## src/rtl/sha3_pkg.sv

```systemverilog
// Shared types and lookup tables for the SHA-3/SHAKE output stage.
package sha3_pkg;

    localparam int LANE_W  = 64;
    localparam int STATE_W = 25 * LANE_W;

    typedef enum logic [2:0] {
        SHA3_224 = 3'd0,
        SHA3_256 = 3'd1,
        SHA3_384 = 3'd2,
        SHA3_512 = 3'd3,
        SHAKE128 = 3'd4,
        SHAKE256 = 3'd5
    } mode_t;

    // Codes 6 and 7 fall back to SHA3-256.
    function automatic mode_t decode_mode(input logic [2:0] m);
        mode_t r;
        r = (m > 3'd5) ? SHA3_256 : mode_t'(m);
        return r;
    endfunction

    function automatic logic [7:0] rate_bytes(input mode_t m);
        logic [7:0] r;
        case (m)
            SHA3_224: r = 8'd144;
            SHA3_256: r = 8'd136;
            SHA3_384: r = 8'd104;
            SHA3_512: r = 8'd72;
            SHAKE128: r = 8'd168;
            default:  r = 8'd136;
        endcase
        return r;
    endfunction

    function automatic logic [7:0] digest_bytes(input mode_t m);
        logic [7:0] r;
        case (m)
            SHA3_224: r = 8'd28;
            SHA3_256: r = 8'd32;
            SHA3_384: r = 8'd48;
            SHA3_512: r = 8'd64;
            default:  r = 8'd0;
        endcase
        return r;
    endfunction

    function automatic logic is_shake(input mode_t m);
        return (m == SHAKE128) || (m == SHAKE256);
    endfunction

endpackage

```

## src/rtl/keccak_rate_mux.sv

```systemverilog
// Picks one stream-width slice of the rate for a beat index and zeroes the
// byte lanes beyond the remaining digest length.
module keccak_rate_mux
    import sha3_pkg::*;
#(
    parameter int DATA_WIDTH = 16,
    parameter int LEN_W      = 16,
    localparam int KEEP_W    = DATA_WIDTH / 8
) (
    input  logic [STATE_W-1:0]    state,
    input  logic [7:0]            beat,
    input  logic [LEN_W-1:0]      rem,
    output logic [DATA_WIDTH-1:0] data,
    output logic [KEEP_W-1:0]     keep
);

    localparam int KSH = $clog2(KEEP_W);

    logic [10:0]           bit_off;
    logic [DATA_WIDTH-1:0] raw;

    always_comb begin
        bit_off = 11'(beat) << (KSH + 3);
        raw     = state[bit_off +: DATA_WIDTH];
        keep    = '0;
        data    = '0;
        for (int i = 0; i < KEEP_W; i++) begin
            keep[i]        = rem > LEN_W'(i);
            data[8*i +: 8] = keep[i] ? raw[8*i +: 8] : 8'h00;
        end
    end

endmodule

```

## src/rtl/keccak_squeeze_stream.sv

```systemverilog
// Streams the Keccak digest over AXI-Stream, requesting extra permutations
// when a SHAKE output runs past the rate.
module keccak_squeeze_stream
    import sha3_pkg::*;
#(
    parameter int DATA_WIDTH = 16,
    parameter int LEN_W      = 16,
    localparam int KEEP_W    = DATA_WIDTH / 8
) (
    input  logic                  ACLK,
    input  logic                  ARESETn,
    input  logic [STATE_W-1:0]    state_in,
    input  logic                  state_valid,
    output logic                  state_ready,
    input  logic [2:0]            mode,
    input  logic [LEN_W-1:0]      out_len,
    output logic                  perm_req,
    output logic [DATA_WIDTH-1:0] M_AXIS_TDATA,
    output logic [KEEP_W-1:0]     M_AXIS_TKEEP,
    output logic                  M_AXIS_TLAST,
    output logic                  M_AXIS_TVALID,
    input  logic                  M_AXIS_TREADY,
    output logic                  done
);

    typedef enum logic [1:0] {IDLE, STREAM, WAIT_PERM} fsm_t;

    localparam int               KSH    = $clog2(KEEP_W);
    localparam logic [LEN_W-1:0] KEEP_L = LEN_W'(KEEP_W);

    fsm_t                  fsm_q, fsm_d;
    logic [STATE_W-1:0]    st_q, st_d;
    mode_t                 mode_q, mode_d, new_mode;
    logic [LEN_W-1:0]      rem_q, rem_d, take;
    logic [7:0]            beat_q, beat_d;
    logic [10:0]           next_off;
    logic                  hs, accept;
    logic                  tvalid_d, done_d, perm_d, ready_d;
    logic [DATA_WIDTH-1:0] mux_data;
    logic [KEEP_W-1:0]     mux_keep;

    assign hs       = M_AXIS_TVALID && M_AXIS_TREADY;
    assign accept   = state_valid && state_ready;
    assign new_mode = decode_mode(mode);
    assign take     = (rem_q < KEEP_L) ? rem_q : KEEP_L;
    assign next_off = (11'(beat_q) + 11'd1) << KSH;

    always_comb begin
        fsm_d  = fsm_q;
        st_d   = st_q;
        mode_d = mode_q;
        rem_d  = rem_q;
        beat_d = beat_q;
        done_d = 1'b0;
        perm_d = 1'b0;
        case (fsm_q)
            IDLE: begin
                if (accept) begin
                    st_d   = state_in;
                    mode_d = new_mode;
                    beat_d = '0;
                    rem_d  = is_shake(new_mode) ? out_len
                                                : LEN_W'(digest_bytes(new_mode));
                    if (rem_d == '0) done_d = 1'b1;
                    else             fsm_d  = STREAM;
                end
            end
            STREAM: begin
                if (hs) begin
                    rem_d  = rem_q - take;
                    beat_d = beat_q + 8'd1;
                    if (M_AXIS_TLAST) begin
                        done_d = 1'b1;
                        fsm_d  = IDLE;
                    end else if (next_off == 11'(rate_bytes(mode_q))) begin
                        perm_d = 1'b1;
                        fsm_d  = WAIT_PERM;
                    end
                end
            end
            WAIT_PERM: begin
                if (accept) begin
                    st_d   = state_in;
                    beat_d = '0;
                    fsm_d  = STREAM;
                end
            end
            default: fsm_d = IDLE;
        endcase
        tvalid_d = (fsm_d == STREAM);
        // Ready drops for the done cycle so a new state lands only after it.
        ready_d  = (fsm_d != STREAM) && !done_d;
    end

    // The mux looks at next-cycle values so the output register stage adds
    // no extra latency beyond the single acceptance cycle.
    keccak_rate_mux #(
        .DATA_WIDTH(DATA_WIDTH),
        .LEN_W     (LEN_W)
    ) u_rate_mux (
        .state(st_d),
        .beat (beat_d),
        .rem  (rem_d),
        .data (mux_data),
        .keep (mux_keep)
    );

    always_ff @(posedge ACLK or negedge ARESETn) begin
        if (!ARESETn) begin
            fsm_q         <= IDLE;
            st_q          <= '0;
            mode_q        <= SHA3_224;
            rem_q         <= '0;
            beat_q        <= '0;
            state_ready   <= 1'b0;
            perm_req      <= 1'b0;
            done          <= 1'b0;
            M_AXIS_TVALID <= 1'b0;
            M_AXIS_TLAST  <= 1'b0;
            M_AXIS_TKEEP  <= '0;
            M_AXIS_TDATA  <= '0;
        end else begin
            fsm_q         <= fsm_d;
            st_q          <= st_d;
            mode_q        <= mode_d;
            rem_q         <= rem_d;
            beat_q        <= beat_d;
            state_ready   <= ready_d;
            perm_req      <= perm_d;
            done          <= done_d;
            M_AXIS_TVALID <= tvalid_d;
            M_AXIS_TLAST  <= tvalid_d && (rem_d <= KEEP_L);
            M_AXIS_TKEEP  <= tvalid_d ? mux_keep : '0;
            M_AXIS_TDATA  <= tvalid_d ? mux_data : '0;
        end
    end

endmodule

```

## config.mk

```make
export PLATFORM = sky130hd
export DESIGN_NAME = keccak_squeeze_stream
export DESIGN_NICKNAME = d
export VERILOG_FILES = /design/src/rtl/sha3_pkg.sv /design/src/rtl/keccak_rate_mux.sv /design/src/rtl/keccak_squeeze_stream.sv
export SDC_FILE = /design/constraint.sdc
export NUM_CORES = 2
export LEC_CHECK = 0
export BUFFER_PORTS_ARGS = -buffer_cell sky130_fd_sc_hd__buf_4
export CELL_PAD_IN_SITES_DETAIL_PLACEMENT = 0
export CELL_PAD_IN_SITES_GLOBAL_PLACEMENT = 2
export CORE_AREA = 2 2 634 636
export DETAILED_ROUTE_END_ITERATION = 8
export DIE_AREA = 0 0 636 638
export MAX_ROUTING_LAYER = met4
export PLACE_DENSITY_LB_ADDON = 0.1
export RECOVER_POWER = 25
export SLEW_MARGIN = 20
export SYNTH_ARGS = -nofsm -noshare
export SYNTH_HDL_FRONTEND = slang
export SYNTH_SLANG_ARGS = --single-unit
```

## constraint.sdc

```tcl
create_clock -name ACLK -period 12.72 [get_ports ACLK]
set_clock_uncertainty 0.1 [all_clocks]
set_input_delay 2.544 -clock ACLK [delete_from_list [all_inputs] [get_ports ACLK]]
set_output_delay 2.544 -clock ACLK [all_outputs]
set_load 0.01 [all_outputs]
```

After elaboration in Yosys (flattened, before gate mapping)
Index checks and enable logic that the tools add are counted.

storage, ports and cells
  register bits after elaboration = 1652
  bits of input ports = 1623
  output and inout port bits = 23
  word-level logic and storage cells = 89

cells by class
  add/sub/neg operators = 3
  magnitude comparators = 5
  eq/ne operators = 15
  shift operators = 1
  muxes and demuxes = 38
  reductions and logical operators = 14

operators with widths
  kind                                                                                count
  1600-bit two-way mux                                                                2
  1600-bit by 12-bit variable part select with 16-bit output                          1
  16-bit two-way mux                                                                  5
  8-bit two-way mux                                                                   9
  16-bit by 1-bit greater-than comparator with 1-bit output (second input constant)   2
  16-bit one-hot mux with 2 select lines                                              1
  8-bit one-hot mux with 4 select lines                                               1
  7-bit one-hot mux with 4 select lines                                               1
  16-bit by 2-bit less-or-equal comparator with 1-bit output (second input constant)  1
  16-bit zero test                                                                    1
  16-bit by 2-bit less-than comparator with 1-bit output (second input constant)      1
  8-bit one-hot mux with 2 select lines                                               1
  16-bit subtractor                                                                   1
  2-bit two-way mux                                                                   7
  3-bit by 2-bit equality test with 1-bit output (second input constant)              4
  10-bit by 8-bit equality test with 1-bit output                                     1
  8-bit by 1-bit adder with 9-bit output (second input constant)                      1
  3-bit equality test (second input constant)                                         3
  8-bit by 1-bit adder with 8-bit output (second input constant)                      1
  1-bit two-way mux                                                                   8
  3-bit zero test                                                                     2
  2-bit one-hot mux with 3 select lines                                               1
  2-bit by 1-bit equality test with 1-bit output (second input constant)              2
  1-bit logical AND                                                                   4
  14 further kinds                                                                    15

Depth between registers and ports, before layout
  depth after elaboration = 13
  gate-level depth with buffers = 15
  mapped depth without buffers = 13

Hierarchy
Synthesis repeated with hierarchy kept, for this count alone.

unflattened totals
  cells, all modules = 8221
  area total of the unflattened synthesis = 76230.6 um2

modules (own cells, without submodules)
  module                 instances  cells an instance  area an instance (um2)  sequential area each (um2)
  keccak_squeeze_stream  1          7073               62303.5                 41339.6
  keccak_rate_mux        1          1148               13927.1                 0.0

Worst setup path after synthesis
No wires, ideal clock.

  path kind = input to register
  from = in M_AXIS_TREADY
  to = reg M_AXIS_TDATA[2]
  library setup time = 65 ps
  data arrival time = 5392 ps
  required time = 12555 ps
  setup slack = 7163 ps
  stages = 14
  buffers on the path = 5
  cells stage by stage = nand4b_1 -> and3_1 -> clkbuf_1 -> nor2_1 -> inv_2 -> buf_1 -> buf_2 -> buf_2 -> buf_1 -> o211ai_1 -> a311oi_1 -> nor3_1 -> nor4_1 -> o311a_2

on the way
  cells in the longest elaborated chain, start to end = 6
  elaborated cells on any way between the ends = 12
  those cells by class = order compare (1); eq/ne (1); shift (1); mux (8); reduce/logical (1)

RTL lines
  what                                                                                                                                            line                                          text
  from (decl)                                                                                                                                     keccak_squeeze_stream.sv:22                   input logic M_AXIS_TREADY,
  1-bit logical AND (*)                                                                                                                           keccak_squeeze_stream.sv:42                   assign hs = M_AXIS_TVALID && M_AXIS_TREADY;
  8-bit two-way mux / 16-bit two-way mux (equally long branches)                                                                                  keccak_squeeze_stream.sv:69                   if (hs) begin
  8-bit one-hot mux with 2 select lines / 16-bit one-hot mux with 2 select lines (equally long branches)                                          keccak_squeeze_stream.sv:56                   case (fsm_q)
  1600-bit by 12-bit variable part select with 16-bit output / 16-bit by 1-bit greater-than comparator with 1-bit output (equally long branches)  keccak_rate_mux.sv:24, keccak_rate_mux.sv:28
  8-bit two-way mux                                                                                                                               keccak_rate_mux.sv:29                         data[8*i +: 8] = keep[i] ? raw[8*i +: 8] : 8'h00;
  16-bit two-way mux (*)                                                                                                                          keccak_squeeze_stream.sv:134                  M_AXIS_TDATA <= tvalid_d ? mux_data : '0;
  to (signal assigned)                                                                                                                            keccak_squeeze_stream.sv:134
  to (decl)                                                                                                                                       keccak_squeeze_stream.sv:18                   output logic [DATA_WIDTH-1:0] M_AXIS_TDATA,

Every way passes the cells marked *; elsewhere a longest branch is shown, timed or not. The select of a mux whose other input is x is not followed.
A chain may end at the register's enable or synchronous reset.

==> key figures <==
Clock tree
  • Cts bufs inserted: 221
  • Root Driver: clkbuf_16
  • Clock-pin slew on the worst setup and hold paths: 60 ps
  • Later-pin clock latency in the skew report: 940 ps
  • Hold buffer count at CTS: 0
  • # clock sinks: 1,652
  • H-tree depth: 4
  • Post-CTS Resized: 0
  • Post-CTS setup buffers: 0
  • Clock Path Buffers: 4
  • CTS tree: built

Layout
  • Cell area after layout: 0.103 sq mm
  • Nets: 12,173
  • Storage element area: 0.0413 sq mm
  • Multi-input gate area: 0.0338 sq mm
  • Filler cells: 43,677
  • Layout Cells excl Fill: 16,077
  • P&R area growth vs syn: 33.6%
  • Share of layout cells above drive strength 1: 0.231

Timing
  • Pins Over Slew Limit: 446
  • Peak Freq: 109 MHz
  • RSZ-0062 raised after global routing: false
  • Setup-failing EPs final: 0
  • Worst-Margin Slew: 6420 ps
  • Period utilisation layout: 0.719
  • Tmin final: 9140 ps
  • Hold Fails Final Rpt: 0
  • Setup TNS: 0 ps
  • Slew headroom: -3.28

Placement
  • RD Place Congestion: 0.852
  • Placed cell areas: 0.0956 sq mm
  • Cell Count Post-Placement: 15,589
  • IO buf count: 1,645
  • Hpwl dp: 430,000 um

Routing
  • Initial drt markers: 6,269
  • WL final: 561,000 um
  • Pre-antenna DRT Iters: 6
  • DR WL/cell: 34.9 um
  • Vias: 74,934
  • DRT antenna net count: 1
  • Residual DRC: 0
  • Via/cell ratio: 4.66

Global routing
  • GRT Total Usage: 0.276
  • Total grt overflow: 0
  • Antenna violations before repair: 180
  • Vias in the first global route: 76,697
  • First-pass GRT wire length: 735,000 um
  • Pin count of the biggest net entering global routing: 167

Logic synthesis
  • Synthesized cell area: 0.0771 sq mm
  • Library cells used by synthesis: 86
  • Post-synth top area share: 0.536
  • Post-synth net total: 10,795
  • Asr flop ratio synth: 1.00
  • Synthesis-stage register bit count: 1,652
  • Area leader, netlist: dfrtp_1
  • Number of synthesized flops with an enable pin: 0
  • Synth cell count leaders: 4,833 x nand2_1, 1,652 x dfrtp_1, 428 x clkbuf_1
  • Mapped Cells: 9,170
  • Top-count cell post-synth: nand2_1
  • Top_reg_cell synth: dfrtp_1
  • Syn Area/Cell: 8.41 sq um
  • Seq/Total Area, Yosys: 0.536
  • YS warnings: 0
  • Area contributors post-synth: dfrtp_1 54%, nand2_1 24%, o211ai_1 2.9%

Floorplan
  • Initial Util: 0.194
  • Core area: 0.399 sq mm
  • Io pins: 1,646
  • Std-Cell Rows: 232
  • Die height: 638 um
  • Die W: 636 um
  • Die area: 0.406 sq mm

Setup path
  • CP max-delay cell: clkbuf_1
  • Data required, critical path: 13,510 ps
  • Worst R2R Setup Slack: 5370 ps
  • Worst setup EP type: async pin
  • RR Startpoint: fsm_q[0]
  • Worst path cell trace: clkbuf_1 -> clkbuf_1 -> buf_12
  • Cell with the most instances on the worst path: clkbuf_1
  • Slowest stage delay, CP: 4400 ps
  • Crit path DAT: 9930 ps
  • CP max FO: 140
  • Crit start category: input pin
  • R2R depth: 10
  • Capturing point of the worst reg2reg path: M_AXIS_TDATA[9]
  • WS Path Type: input pin to async pin

Run
  • Max_cap viols: 10

Min path
  • Hold Crit Depth: 2
  • Min-Delay Endpoint: st_q[728]
  • Hold Crit Start: st_q[728]
  • Hold WC Path Type: flip-flop to flip-flop

Power
  • Leak pwr: 53.8 nW
  • P per Cell Area: 165 mW/mm^2
  • Maximum vdd drop: 0.155 mV

Outcome
  • Failing checks: antenna rules, capacitance limit, slew limit
  • Status: finished, violations left
==> per-stage QoR <==
| step | setup WS [ps] | util | hold WS [ps] | power (mW) |
|---|---|---|---|---|
| 2_1_floorplan | 7160 | - | 336 | 7.13 |
| 3_3_place_gp | 3740 | 0.240 | 348 | 10.8 |
| 4_1_cts | 5010 | 0.258 | 368 | 17.3 |
| 6_report | 3580 | 0.258 | 364 | 17.0 |
| 3_5_place_dp | 4000 | 0.240 | 352 | 10.8 |
| 5_1_grt | 2520 | 0.258 | 380 | 17.5 |
==> sequential cells by signal, indices dropped and copies added (netlist names) <==
| signal | cells |
|---|---|
| fsm_q | 2 |
| beat_q | 8 |
| M_AXIS_TLAST | 1 |
| done | 1 |
| M_AXIS_TDATA | 16 |
| perm_req | 1 |
| M_AXIS_TKEEP | 2 |
| mode_q | 3 |
| M_AXIS_TVALID | 1 |
| rem_q | 16 |
| state_ready | 1 |
| st_q | 1600 |
==> metal layers <==
layer / vias up / share of wire / GRT usage
li1: 33296 / - / -
met1: 38515 / 0.42 / 0.340
met2: 2495 / 0.50 / 0.467
met3: 628 / 0.040 / 0.0335
met4: 0 / 0.037 / 0.0944
met5: - / 0 / -
==> cell families after synthesis <==
| kind of cell | Yosys count | synth area share |
|---|---|---|
| fa+ha+maj | 2 | 0.000324 |
| xor+xnor | 7 | 0.000795 |
| other cells | 1 | 0.0000486 |
| compound gates | 936 | 0.0906 |
| simple gates | 5649 | 0.288 |
| flops | 1652 | 0.536 |
| mux | 257 | 0.0508 |
| buf+inv | 666 | 0.0335 |
==> where the power goes <==
group / internal [mW] / total [mW] / switching (mW)
logic: 1.23 / 5.09 / 3.86
registers: 5.31 / 5.43 / 0.123
clock network: 3.71 / 6.45 / 2.74
==> critical path: cells and delay by family <==
kind                   cells  cell delay [ps]
buffers and inverters      3             6880
==> final cells by class <==
| class | instances | share of cell area |
|---|---|---|
| Tap cell | 5265 | 0.0639 |
| Sequential cell | 1652 | 0.401 |
| Clock inverter | 67 | 0.00680 |
| Antenna cell | 83 | 0.00202 |
| Clock buffer | 337 | 0.0637 |
| Multi-Input combinational cell | 6852 | 0.328 |
| Timing Repair Buffer | 1800 | 0.133 |
| Inverter | 21 | 0.00108 |
==> worst max path at each step <==
| stage | start | end | depth (start not counted) |
|---|---|---|---|
| after CTS | M_AXIS_TREADY | M_AXIS_TDATA[6] | 13 |
| after global routing | ARESETn | st_q[468] | 3 |
| after floorplan | M_AXIS_TREADY | M_AXIS_TDATA[2] | 14 |
| final | ARESETn | st_q[1172] | 3 |
| after detailed placement | M_AXIS_TREADY | M_AXIS_TDATA[6] | 13 |
| after global placement | state_valid | M_AXIS_TDATA[4] | 11 |
==> cell usage in the layout (no fill, tap or decap), drive strengths merged, types with 73 or more instances in the layout <==
cell	netlist	final
mux4	95	95
nor3	183	183
o21ai	73	73
dfrtp	1652	1652
diode	0	83
buf	214	1783
a21oi	89	89
nand3	329	329
o211ai	299	299
nand2	4833	4833
a311oi	189	189
a211oi	76	76
nor2	187	187
mux2	127	127
clkbuf	431	354
(Power assumes the default switching activity.)
